--- src/rtl/mux2to1_arb_if.sv ---
// Bundle of the two source streams, the merged output stream and the mux
// select/status lines around the two-source packet arbiter.
// The slave modport is the arbiter's view; master is the surrounding logic.
interface mux2to1_arb_if #(
  parameter int WIDTH = 8
);
  logic             a_valid;
  logic [WIDTH-1:0] a_data;
  logic             a_last;
  logic             a_ready;

  logic             b_valid;
  logic [WIDTH-1:0] b_data;
  logic             b_last;
  logic             b_ready;

  logic             out_valid;
  logic [WIDTH-1:0] out_data;
  logic             out_last;
  logic             out_ready;

  logic             sel;
  logic             busy;

  modport slave (
    input  a_valid, a_data, a_last,
    input  b_valid, b_data, b_last,
    input  out_ready,
    output a_ready, b_ready,
    output out_valid, out_data, out_last,
    output sel, busy
  );

  modport master (
    output a_valid, a_data, a_last,
    output b_valid, b_data, b_last,
    output out_ready,
    input  a_ready, b_ready,
    input  out_valid, out_data, out_last,
    input  sel, busy
  );
endinterface

--- src/rtl/mux2to1_arb.sv ---
// Round-robin packet arbiter in front of a 2:1 data mux. One source owns the
// output from its grant until its last beat is accepted; every packet costs
// one IDLE arbitration cycle. sel (1 = A) is registered and only moves when
// leaving IDLE, so it is stable for the whole packet.
module mux2to1_arb #(
  parameter int WIDTH = 8
) (
  input logic           clk,
  input logic           rst_n,
  mux2to1_arb_if.slave  bus
);

  typedef enum logic [1:0] {
    IDLE    = 2'd0,
    GRANT_A = 2'd1,
    GRANT_B = 2'd2
  } state_t;

  state_t           state_q, state_d;
  logic             sel_q, sel_d;
  logic             prio_q, prio_d;   // 1 = A wins a tie

  logic             out_valid_c;
  logic [WIDTH-1:0] out_data_c;
  logic             out_last_c;
  logic             a_ready_c;
  logic             b_ready_c;

  // State, select and priority registers; reset truncates any packet in flight.
  always_ff @(posedge clk or negedge rst_n) begin
    if (!rst_n) begin
      state_q <= IDLE;
      sel_q   <= 1'b0;
      prio_q  <= 1'b1;
    end else begin
      // NOTE: non-blocking assignments keep every register reading the
      // pre-edge values, so ordering inside this block cannot matter.
      state_q <= state_d;
      sel_q   <= sel_d;
      prio_q  <= prio_d;
    end
  end

  // Arbitration, packet tracking and combinational steering of the granted source.
  always_comb begin
    // NOTE: every output of this block gets a default before the case so no
    // path leaves a signal unassigned, which would otherwise infer a latch.
    state_d     = state_q;
    sel_d       = sel_q;
    prio_d      = prio_q;
    out_valid_c = 1'b0;
    out_data_c  = '0;
    out_last_c  = 1'b0;
    a_ready_c   = 1'b0;
    b_ready_c   = 1'b0;

    case (state_q)
      IDLE: begin
        if (bus.a_valid && (!bus.b_valid || prio_q)) begin
          state_d = GRANT_A;
          sel_d   = 1'b1;
        end else if (bus.b_valid) begin
          state_d = GRANT_B;
          sel_d   = 1'b0;
        end
      end

      GRANT_A: begin
        out_valid_c = bus.a_valid;
        out_data_c  = bus.a_data;
        out_last_c  = bus.a_last;
        a_ready_c   = bus.out_ready;
        // A stalled source keeps the grant; only an accepted last beat releases it.
        if (bus.a_valid && bus.out_ready && bus.a_last) begin
          state_d = IDLE;
          prio_d  = 1'b0;
        end
      end

      GRANT_B: begin
        out_valid_c = bus.b_valid;
        out_data_c  = bus.b_data;
        out_last_c  = bus.b_last;
        b_ready_c   = bus.out_ready;
        if (bus.b_valid && bus.out_ready && bus.b_last) begin
          state_d = IDLE;
          prio_d  = 1'b1;
        end
      end

      default: state_d = IDLE;
    endcase
  end

  assign bus.out_valid = out_valid_c;
  assign bus.out_data  = out_data_c;
  assign bus.out_last  = out_last_c;
  assign bus.a_ready   = a_ready_c;
  assign bus.b_ready   = b_ready_c;
  assign bus.sel       = sel_q;
  assign bus.busy      = (state_q != IDLE);

endmodule

--- src/flat_wrapper.sv ---
// flat-port wrapper written by rule: the top's interface ports become plain ports
module mux2to1_arb_flat 
#(
  parameter int WIDTH = 8
)
  (clk, rst_n, bus_a_valid, bus_a_data, bus_a_last, bus_b_valid, bus_b_data, bus_b_last, bus_out_ready, bus_a_ready, bus_b_ready, bus_out_valid, bus_out_data, bus_out_last, bus_sel, bus_busy);
  mux2to1_arb_if #(.WIDTH(WIDTH)) bus_i ();
  input logic clk;
  input logic rst_n;
  input wire logic [$bits(bus_i.a_valid)-1:0] bus_a_valid;
  input wire logic [$bits(bus_i.a_data)-1:0] bus_a_data;
  input wire logic [$bits(bus_i.a_last)-1:0] bus_a_last;
  input wire logic [$bits(bus_i.b_valid)-1:0] bus_b_valid;
  input wire logic [$bits(bus_i.b_data)-1:0] bus_b_data;
  input wire logic [$bits(bus_i.b_last)-1:0] bus_b_last;
  input wire logic [$bits(bus_i.out_ready)-1:0] bus_out_ready;
  output wire logic [$bits(bus_i.a_ready)-1:0] bus_a_ready;
  output wire logic [$bits(bus_i.b_ready)-1:0] bus_b_ready;
  output wire logic [$bits(bus_i.out_valid)-1:0] bus_out_valid;
  output wire logic [$bits(bus_i.out_data)-1:0] bus_out_data;
  output wire logic [$bits(bus_i.out_last)-1:0] bus_out_last;
  output wire logic [$bits(bus_i.sel)-1:0] bus_sel;
  output wire logic [$bits(bus_i.busy)-1:0] bus_busy;
  assign bus_i.a_valid = bus_a_valid;
  assign bus_i.a_data = bus_a_data;
  assign bus_i.a_last = bus_a_last;
  assign bus_i.b_valid = bus_b_valid;
  assign bus_i.b_data = bus_b_data;
  assign bus_i.b_last = bus_b_last;
  assign bus_i.out_ready = bus_out_ready;
  assign bus_a_ready = bus_i.a_ready;
  assign bus_b_ready = bus_i.b_ready;
  assign bus_out_valid = bus_i.out_valid;
  assign bus_out_data = bus_i.out_data;
  assign bus_out_last = bus_i.out_last;
  assign bus_sel = bus_i.sel;
  assign bus_busy = bus_i.busy;
  mux2to1_arb #(.WIDTH(WIDTH)) u_core (.clk(clk), .rst_n(rst_n), .bus(bus_i));
endmodule
--- config.mk ---
export PLATFORM = sky130hd
export DESIGN_NAME = mux2to1_arb_flat
export DESIGN_NICKNAME = d
export VERILOG_FILES = /design/src/rtl/mux2to1_arb_if.sv /design/src/rtl/mux2to1_arb.sv /design/src/flat_wrapper.sv
export SDC_FILE = /design/constraint.sdc
export NUM_CORES = 1
export LEC_CHECK = 0
export ABC_AREA = 1
export BUFFER_PORTS_ARGS = -buffer_cell sky130_fd_sc_hd__buf_2
export CAP_MARGIN = 20
export CORE_AREA = 5 5 42 44
export CTS_BUF_LIST = sky130_fd_sc_hd__clkbuf_8
export CTS_CLUSTER_DIAMETER = 30
export DETAILED_ROUTE_END_ITERATION = 8
export DIE_AREA = 0 0 47 49
export GPL_TIMING_DRIVEN = 0
export PLACE_DENSITY = 0.71
export SYNTH_ARGS = -nofsm -noshare
export SYNTH_HDL_FRONTEND = slang
export SYNTH_SLANG_ARGS = --single-unit
--- constraint.sdc ---
create_clock -name clk -period 1.7 [get_ports clk]
set_input_delay 0.51 -clock clk [delete_from_list [all_inputs] [get_ports clk]]
set_output_delay 0.51 -clock clk [all_outputs]
set_load 0.01 [all_outputs]
# --- Word level (Yosys, flattened, before mapping) ---
# Cells that the tools add are included.
totals:
  regBits: 4
  output_inout_bits: 14
  wordCells: 37
  input_bits: 23
op_classes:
  reduce_logical: 14
  eq_ne: 5
  muxes: 15
op_table:
  columns: ["operator", "count"]
  rows:
  - ["$pmux W8 S2", 1]
  - ["$mux W2", 4]
  - ["$mux W1", 6]
  - ["$pmux W1 S2", 3]
  - ["$pmux W2 S3", 1]
  - ["$reduce_and A3 Y1", 2]
  - ["$reduce_bool A2 Y1", 3]
  - ["$logic_and A1 B1 Y1", 5]
  - ["$ne A2 B1 Y1 const B", 2]
  - ["$ne A3 B2 Y1 const B", 1]
  - ["$eq A2 B1 Y1 const B", 1]
  - ["$eq A2 B2 Y1 const B", 1]
  - ["$logic_not A2 Y1", 1]
  - ["$reduce_and A2 Y1", 1]
  - ["$logic_not A1 Y1", 1]
  - ["$logic_or A1 B1 Y1", 1]

# --- Depth between registers and ports, before layout ---
# Gate-level depths: netlist of the first run.
logic_depth:
  word_depth: 5
  mapped_depth: 7
  depth_no_buf: 7

# --- Worst setup path before layout of the first run ---
# Ideal clock, no wire load.
synth_path:
  kind: "reg-to-output"
  start: "register u_core.state_q[1]"
  end: "output port bus_out_data[0]"
  path_slack_ns: 0.084
  required_time_ns: 1.190
  path_buffers: 0
  path_stages_with_launch: 5
  arrival_time_ns: 1.106
  path_cell_list: "dfrtp_1 -> inv_1 -> ha_1 -> clkinv_1 -> a21oi_1"
synth_between:
  elab_chain_cells: 2
  elab_cells_between_ends: 3
  cone_classes: "eq/ne: 2; mux: 1"
synth_rtl:
  columns: ["item", "line", "rtl"]
  rows:
  - ["from (decl)", "mux2to1_arb.sv:19", "state_t state_q, state_d;"]
  - ["from (signal assigned)", "mux2to1_arb.sv:38", "state_q <= state_d;"]
  - ["$eq A2 B2 Y1 / $eq A2 B1 Y1 (equally long branches)", "mux2to1_arb.sv:57", "case (state_q)"]
  - ["$pmux W8 S2 (*)", "mux2to1_arb.sv:57", null]
  - ["to (decl)", "flat_wrapper.sv:20", "output wire logic [$bits(bus_i.out_data)-1:0] bus_out_data;"]
# Mark *: on every way between the ends. The rest lies on a longest branch, timed or not.

# --- Worst setup path in the final report of the first run ---
layout_path:
  start: "register u_core.state_q[0]"
  end: "output port bus_out_data[0]"
# Same word-level chain as after synthesis.

==> summary.txt, run 1 <==
GRT
----------------------------------------------------------------------------------
Overflow after GRT                                                               0
Via count of the first global-routing pass                                     552
Gr usage total                                                               12.9%
Pin count of the biggest net entering global routing                            10
Initial antenna violation count                                                  0
Global-route wire length before repair                                     2.21 mm

TIMING
----------------------------------------------------------------------------------
Final WS setup                                                             -152 ps
Final Skew                                                                 2.60 ps
Share of the cycle needed by the critical path after routing                  109%
Worst slew slack as a fraction of its limit                                  81.0%
Setup repair after global routing missed its margin                            yes
Transition time at the pin with the least slew margin                       281 ps
Worst hold slack across all endpoints                                      88.2 ps
Number of pins exceeding their max-slew limit in the final report                0
Final period demand of the worst path                                      1850 ps
Final setup violation count                                                     11
Timing-limited maximum frequency                                           540 MHz
Final hold violations                                                            0

DETAILED ROUTING
----------------------------------------------------------------------------------
Total DRC errors in the routed layout                                            0
Initial drt markers                                                             14
Routed wire length                                                         1.52 mm
Count of vias placed by the detailed router                                    633
Initial DRT Pass Iterations                                                      4
Post-DRT Antenna Nets                                                            0
Wire per inst                                                              11.3 µm
Ratio of routed vias to standard cells                                        4.69

CELLS AND AREA
----------------------------------------------------------------------------------
Final net count                                                                147
Area added between synthesis and finish                                      79.2%
Total inserted antenna cells                                                     0
Post-layout instance count excluding filler cells                              135
Share of final-layout standard cells stronger than drive strength 1          58.8%
Number of filler cells placed in the layout                                    130

PLACEMENT
----------------------------------------------------------------------------------
Count of input and output buffers                                               36
Total placed cells including tap cells                                         128
Worst slack at placement                                                   -109 ps
Routability cong.                                                            0.818
DPL Wire Length                                                            1.09 mm

CLOCK NETWORK
----------------------------------------------------------------------------------
Number of sinks handled by clock tree synthesis                                  4
Clock insertion delay at the later pin of the skew report                   220 ps
Largest buffer count on any clock path                                           2
CTS clk-pin slew, worst paths                                                30 ps
H-tree level count                                                               1
Num CTS Buffers                                                                  3
Number of hold buffers added after CTS                                           0
TritonCTS clock tree                                                           yes
Cell at the root of the clock tree                                        clkbuf_8

FLOORPLAN
----------------------------------------------------------------------------------
Vertical extent of the die                                                   49 µm
Placeable Area                                                            1400 µm²
Number of rows in the core area                                                 14
Initial Util                                                                 32.6%
Die area                                                                  2300 µm²
Width of the die                                                             47 µm
Count of pins on the block boundary                                             37

LOGIC SYNTHESIS
----------------------------------------------------------------------------------
Synthesis warning total                                                          0
Synth Flop Type                                                            dfrtp_1
Count leader, synth                                                        nand2_1
Async SR Flop Fraction                                                        100%
Share of the yosys chip area belonging to registers                          22.2%
Per-instance average area after synthesis                                 6.01 µm²
Yosys top cell area share                                                    27.1%
Count of cell types in the netlist                                              16
Total of flip-flops plus latches after synthesis                                 4
Number of enable-type register cells in the synthesized netlist                  0
Commonest cells in the netlist                                        nand2_1, a21oi_1, inv_1
Netlist area before placement                                              457 µm²
Syn Inst Count                                                                  76
Post-synthesis cell type with the largest combined area                    nand2_1
Biggest area contributors in the synthesized netlist                  nand2_1, dfrtp_1, a21oi_1
Number of nets produced by synthesis                                           103

SETUP PATH
----------------------------------------------------------------------------------
Kind of cell adding the most delay to the critical path                 flip-flops
Kind of end point of the critical path                                  output pin
Max FO, Critical Path                                                            9
Required time at the worst-slack endpoint                                  1190 ps
Type of the worst setup path                                            reg -> out
Buf+Inv Stages, Crit Path                                                        3
Arrival @ worst endpoint                                                   1340 ps
Crit-path max cell delay                                                    390 ps
Startpoint type of the worst setup path                                  flip-flop
Cell at the slowest stage of the critical path                             dfrtp_1
Series of cell instances along the critical path                      inv_2, ha_1, buf_6, nand2_1, a21oi_2, buf_2
Startpoint of the most critical register-to-register path             u_core.state_q[0]
Worst setup startpoint                                                u_core.state_q[0]

HOLD PATH
----------------------------------------------------------------------------------
Class of the tightest hold or removal check                            in -> async

POWER AND IR DROP
----------------------------------------------------------------------------------
Cell Pwr Density                                                       1530 nW/µm²
Sw frac                                                                      46.7%
Leakage dissipation                                                       0.441 nW
Part of the total power dissipated in combinational logic                    70.2%
Sw power                                                                0.000585 W
Worst vdd ir                                                                855 µV
Share of total power in the clock network                                    16.2%
Flop pwr share                                                               13.7%
Cell Int Power                                                          0.000667 W

FLOW RUN
----------------------------------------------------------------------------------
Max cap viols                                                                    0

OUTCOME
----------------------------------------------------------------------------------
Outcome                                                               complete, but fails checks
Violations in the final reports                                       negative setup slack

## through the flow
stage	setup TNS (ps)	cell area (µm²)	utilization (%)	total power, W
2_1_floorplan	0	457	-	0.000594
3_3_place_gp	-886	657	46.9	0.000792
3_5_place_dp	-974	657	46.9	0.000799
4_1_cts	-1520	781	55.7	0.00120
5_1_grt	-2240	818	58.4	0.00137
6_report	-1440	818	58.4	0.00125
## layer usage
metal / global-route usage [%] / up-vias / share of wire [%]
li1: - / 326 / -
met1: 14.2 / 272 / 38
met4: 6.91 / 0 / 0
met5: 0 / - / 0
met2: 21.3 / 35 / 45
met3: 3.32 / 0 / 16
## what timing repair did
action	in CTS	in global routing
pin swaps	10	1
resized for setup	17	11
gates cloned	2	0
buffers inserted	1	0
endpoints found under the setup margin	12	12
## path summary, 6_finish.rpt
check                      slack [ps]  cells past startpoint                 to
max                              -150                      6    bus_out_data[0]
min                                90                      1  u_core.state_q[0]
max in group asynchronous        1410                      1      u_core.prio_q
min in group clk                  480                      2      u_core.prio_q
min reg2reg                       480                      2      u_core.prio_q
max reg2reg                       510                      7  u_core.state_q[1]
## sequential cells by signal (all words and copies together), names as in the netlist
signal	cells
u_core.prio_q	1
u_core.bus.sel	1
u_core.state_q	2
## area by class of cell
class	count	area (µm²)	area share [%]
Multi-Input combinational cell	61	379	46.3
Timing Repair Buffer	38	203	24.8
Sequential cell	4	101	12.4
Clock buffer	3	41.3	5.05
Inverter	9	38.8	4.74
Buffer	2	22.5	2.75
Tap cell	16	20.0	2.45
Timing Repair inverter	1	8.76	1.07
Clock inverter	1	3.75	0.459
## worst register-to-register path, cell delays in order, from the launching register on
cell and delay [ps]:
dfrtp_1 390, inv_2 100, ha_2 240, nand2_2 110, nand2_1 80, clkinv_1 50, nand2_1 50, nand2_1 50
## power groups by stage
stage | Sequential [W] | Combinational [W] | Clock (W)
after floorplan | 0.000169 | 0.000424 | 0
after global placement | 0.000168 | 0.000625 | 0
after detailed placement | 0.000169 | 0.000631 | 0
after CTS | 0.000168 | 0.000820 | 0.000209
after global routing | 0.000177 | 0.000965 | 0.000224
final | 0.000171 | 0.000878 | 0.000202
## layout by cell type, fill, tap and decap left out, types with 3 or more instances in the layout
master	instances
clkbuf_8	3
dfrtp_1	3
buf_2	36
nand2_1	28
nand3_1	4
inv_1	6
buf_6	4
nand2_2	7
nor2_2	3
a21oi_2	8
## cell families (layout without fill, tap and decap cells)
group	after synthesis	in the layout	share of synthesized area, %
AND/OR/NAND/NOR	46	46	44.7
buffers and inverters	11	54	10.1
adder cells (fa/ha/maj)	4	4	11.0
flip-flops	4	4	22.2
AO/OA/AOI/OAI	11	11	12.1
(Power assumes the default switching activity.)
==> run 2, diff against run 1 <==
CELL_PAD_IN_SITES_DETAIL_PLACEMENT = 0   (was default)
CELL_PAD_IN_SITES_GLOBAL_PLACEMENT = 1   (was default)
CORE_AREA = 5 5 50 52   (was 5 5 42 44)
DIE_AREA = 0 0 55 57   (was 0 0 47 49)
GPL_ROUTABILITY_DRIVEN = 0   (was default)
PLACE_DENSITY = 0.76   (was 0.71)
==> summary.txt, run 2 (same netlist as run 1, synthesis figures left out) <==
OUTCOME
----------------------------------------------------------------------------------
Outcome                                                               complete, but fails checks
Violations in the final reports                                       negative setup slack

FLOW RUN
----------------------------------------------------------------------------------
Max cap viols                                                                    0

SETUP PATH
----------------------------------------------------------------------------------
Crit-path max cell delay                                                    390 ps
Series of cell instances along the critical path                      inv_2, ha_4, buf_6, nand2_1, a21oi_1, buf_2
Worst Reg2Reg Path Length in Cells                                               7
Critical R2R Capture                                                  u_core.prio_q
Required time at the worst-slack endpoint                                  1190 ps
Kind of end point of the critical path                                  output pin
Cell at the slowest stage of the critical path                             dfrtp_1
Startpoint type of the worst setup path                                  flip-flop
Max FO, Critical Path                                                            5
Type of the worst setup path                                            reg -> out
Kind of cell adding the most delay to the critical path                 flip-flops
Buf+Inv Stages, Crit Path                                                        3
Startpoint of the most critical register-to-register path             u_core.state_q[0]
Arrival @ worst endpoint                                                   1320 ps
Setup slack of the most critical reg-to-reg path                            410 ps

GRT
----------------------------------------------------------------------------------
Initial antenna violation count                                                  0
Via count of the first global-routing pass                                     589
Gr usage total                                                               9.97%
Global-route wire length before repair                                     2.40 mm
Overflow after GRT                                                               0
Pin count of the biggest net entering global routing                             6

CELLS AND AREA
----------------------------------------------------------------------------------
Share of final-layout standard cells stronger than drive strength 1          64.2%
Combined area of the multi-input logic cells                               407 µm²
Max FFs per register                                                             2
Most common cell after layout, fill and taps aside                           buf_2
Final standard cell utilization of the core                                  44.1%
Post-route cell area                                                       910 µm²
Number of filler cells placed in the layout                                    220
Total inserted antenna cells                                                     0
Area added between synthesis and finish                                      99.2%
Most used cells in the layout excluding fill and tap cells            buf_2, nand2_1, nand2_2
Reg with most FFs                                                     u_core.state_q
FF+latch area                                                              101 µm²
Post-layout instance count excluding filler cells                              151
Final net count                                                                151

FLOORPLAN
----------------------------------------------------------------------------------
Count of pins on the block boundary                                             37
Width of the die                                                             55 µm
Die area                                                                  3140 µm²
Initial Util                                                                 22.1%
Vertical extent of the die                                                   57 µm
Placeable Area                                                            2060 µm²
Number of rows in the core area                                                 17

DETAILED ROUTING
----------------------------------------------------------------------------------
Post-DRT Antenna Nets                                                            0
Wire per inst                                                              10.9 µm
Ratio of routed vias to standard cells                                        4.25
Count of vias placed by the detailed router                                    642
Total DRC errors in the routed layout                                            0
Initial drt markers                                                              7
Initial DRT Pass Iterations                                                      4
Routed wire length                                                         1.64 mm

TIMING
----------------------------------------------------------------------------------
Final Skew                                                                 2.90 ps
Timing-limited maximum frequency                                           547 MHz
Share of the cycle needed by the critical path after routing                  108%
Final WS setup                                                             -129 ps
Number of pins exceeding their max-slew limit in the final report                0
Setup repair after global routing missed its margin                            yes
Final period demand of the worst path                                      1830 ps
Worst slew slack as a fraction of its limit                                  79.2%
Final hold violations                                                            0
Final setup violation count                                                     12
Transition time at the pin with the least slew margin                       309 ps

CLOCK NETWORK
----------------------------------------------------------------------------------
Cell at the root of the clock tree                                        clkbuf_8
TritonCTS clock tree                                                           yes
Number of hold buffers added after CTS                                           0
Num CTS Buffers                                                                  3
Clock insertion delay at the later pin of the skew report                   210 ps
Largest buffer count on any clock path                                           2
H-tree level count                                                               1
Number of sinks handled by clock tree synthesis                                  4
CTS clk-pin slew, worst paths                                                30 ps

POWER AND IR DROP
----------------------------------------------------------------------------------
Cell Pwr Density                                                       1500 nW/µm²
Leakage dissipation                                                       0.481 nW
Final Total Pwr                                                          0.00136 W
Worst vdd ir                                                                763 µV

HOLD PATH
----------------------------------------------------------------------------------
Class of the tightest hold or removal check                            in -> async

PLACEMENT
----------------------------------------------------------------------------------
Total placed cells including tap cells                                         140
Count of input and output buffers                                               36
DPL Wire Length                                                            1.19 mm
Post-Place Cell Area                                                       672 µm²

[run 2: cell count changes in the layout (fill, tap and decap cells not counted), sizes merged]
| cell | before | now |
|---|---|---|
| buf | 40 | 44 |
[run 2: metrics by stage]
stage | worst slack, ps | hold slack (ps) | TNS (ps)
6_report | -129 | 94.3 | -1200
5_1_grt | -206 | 92.4 | -2060
4_1_cts | -129 | 92.7 | -1220
3_5_place_dp | -129 | 322 | -1210
3_3_place_gp | -120 | 316 | -1040
2_1_floorplan | 84.0 | 214 | 0
[run 2: routing by layer]
layer	vias to the layer above	routed length [µm]	track usage [%]
met5	-	0	0
met4	0	0	3.13
met3	0	180	1.83
met2	27	752	17.1
met1	282	706	12.2
li1	333	-	-
[run 2: worst max path at each step]
stage	startpoint	cells past startpoint	slack [ps]	to
detailed placement	u_core.state_q[1]	5	-130	bus_out_data[1]
floorplan	u_core.state_q[1]	4	80	bus_out_data[0]
global placement	u_core.state_q[1]	5	-120	bus_out_last
CTS	u_core.state_q[1]	6	-130	bus_out_data[1]
finish	u_core.state_q[0]	6	-130	bus_out_data[1]
global route	u_core.state_q[1]	6	-210	bus_out_data[6]
[run 2: final cells by class]
class                      instances  area share, %
sequential                         4           11.1
buffer                             2           2.48
tap                               28           3.85
timing repair buffer              42           27.6
clock buffer                       3           4.54
inverter                           9           4.26
clock inverter                     1          0.413
multi-input combinational         61           44.7
timing repair inverter             1          0.963
[run 2: timing repair]
item	4_1_cts	5_1_grt
buffers inserted	4	0
cloned	3	0
pin swaps	12	5
gates resized for setup	26	12
endpoints found under the setup margin	12	12
[run 2: power breakdown]
group / total, W / internal (W) / switching (W) / leakage [nW]
Sequential: 0.000166 / 0.000140 / 0.0000261 / 0.0488
Clock: 0.000200 / 0.000154 / 0.0000462 / 0.0269
Combinational: 0.000999 / 0.000451 / 0.000548 / 0.406
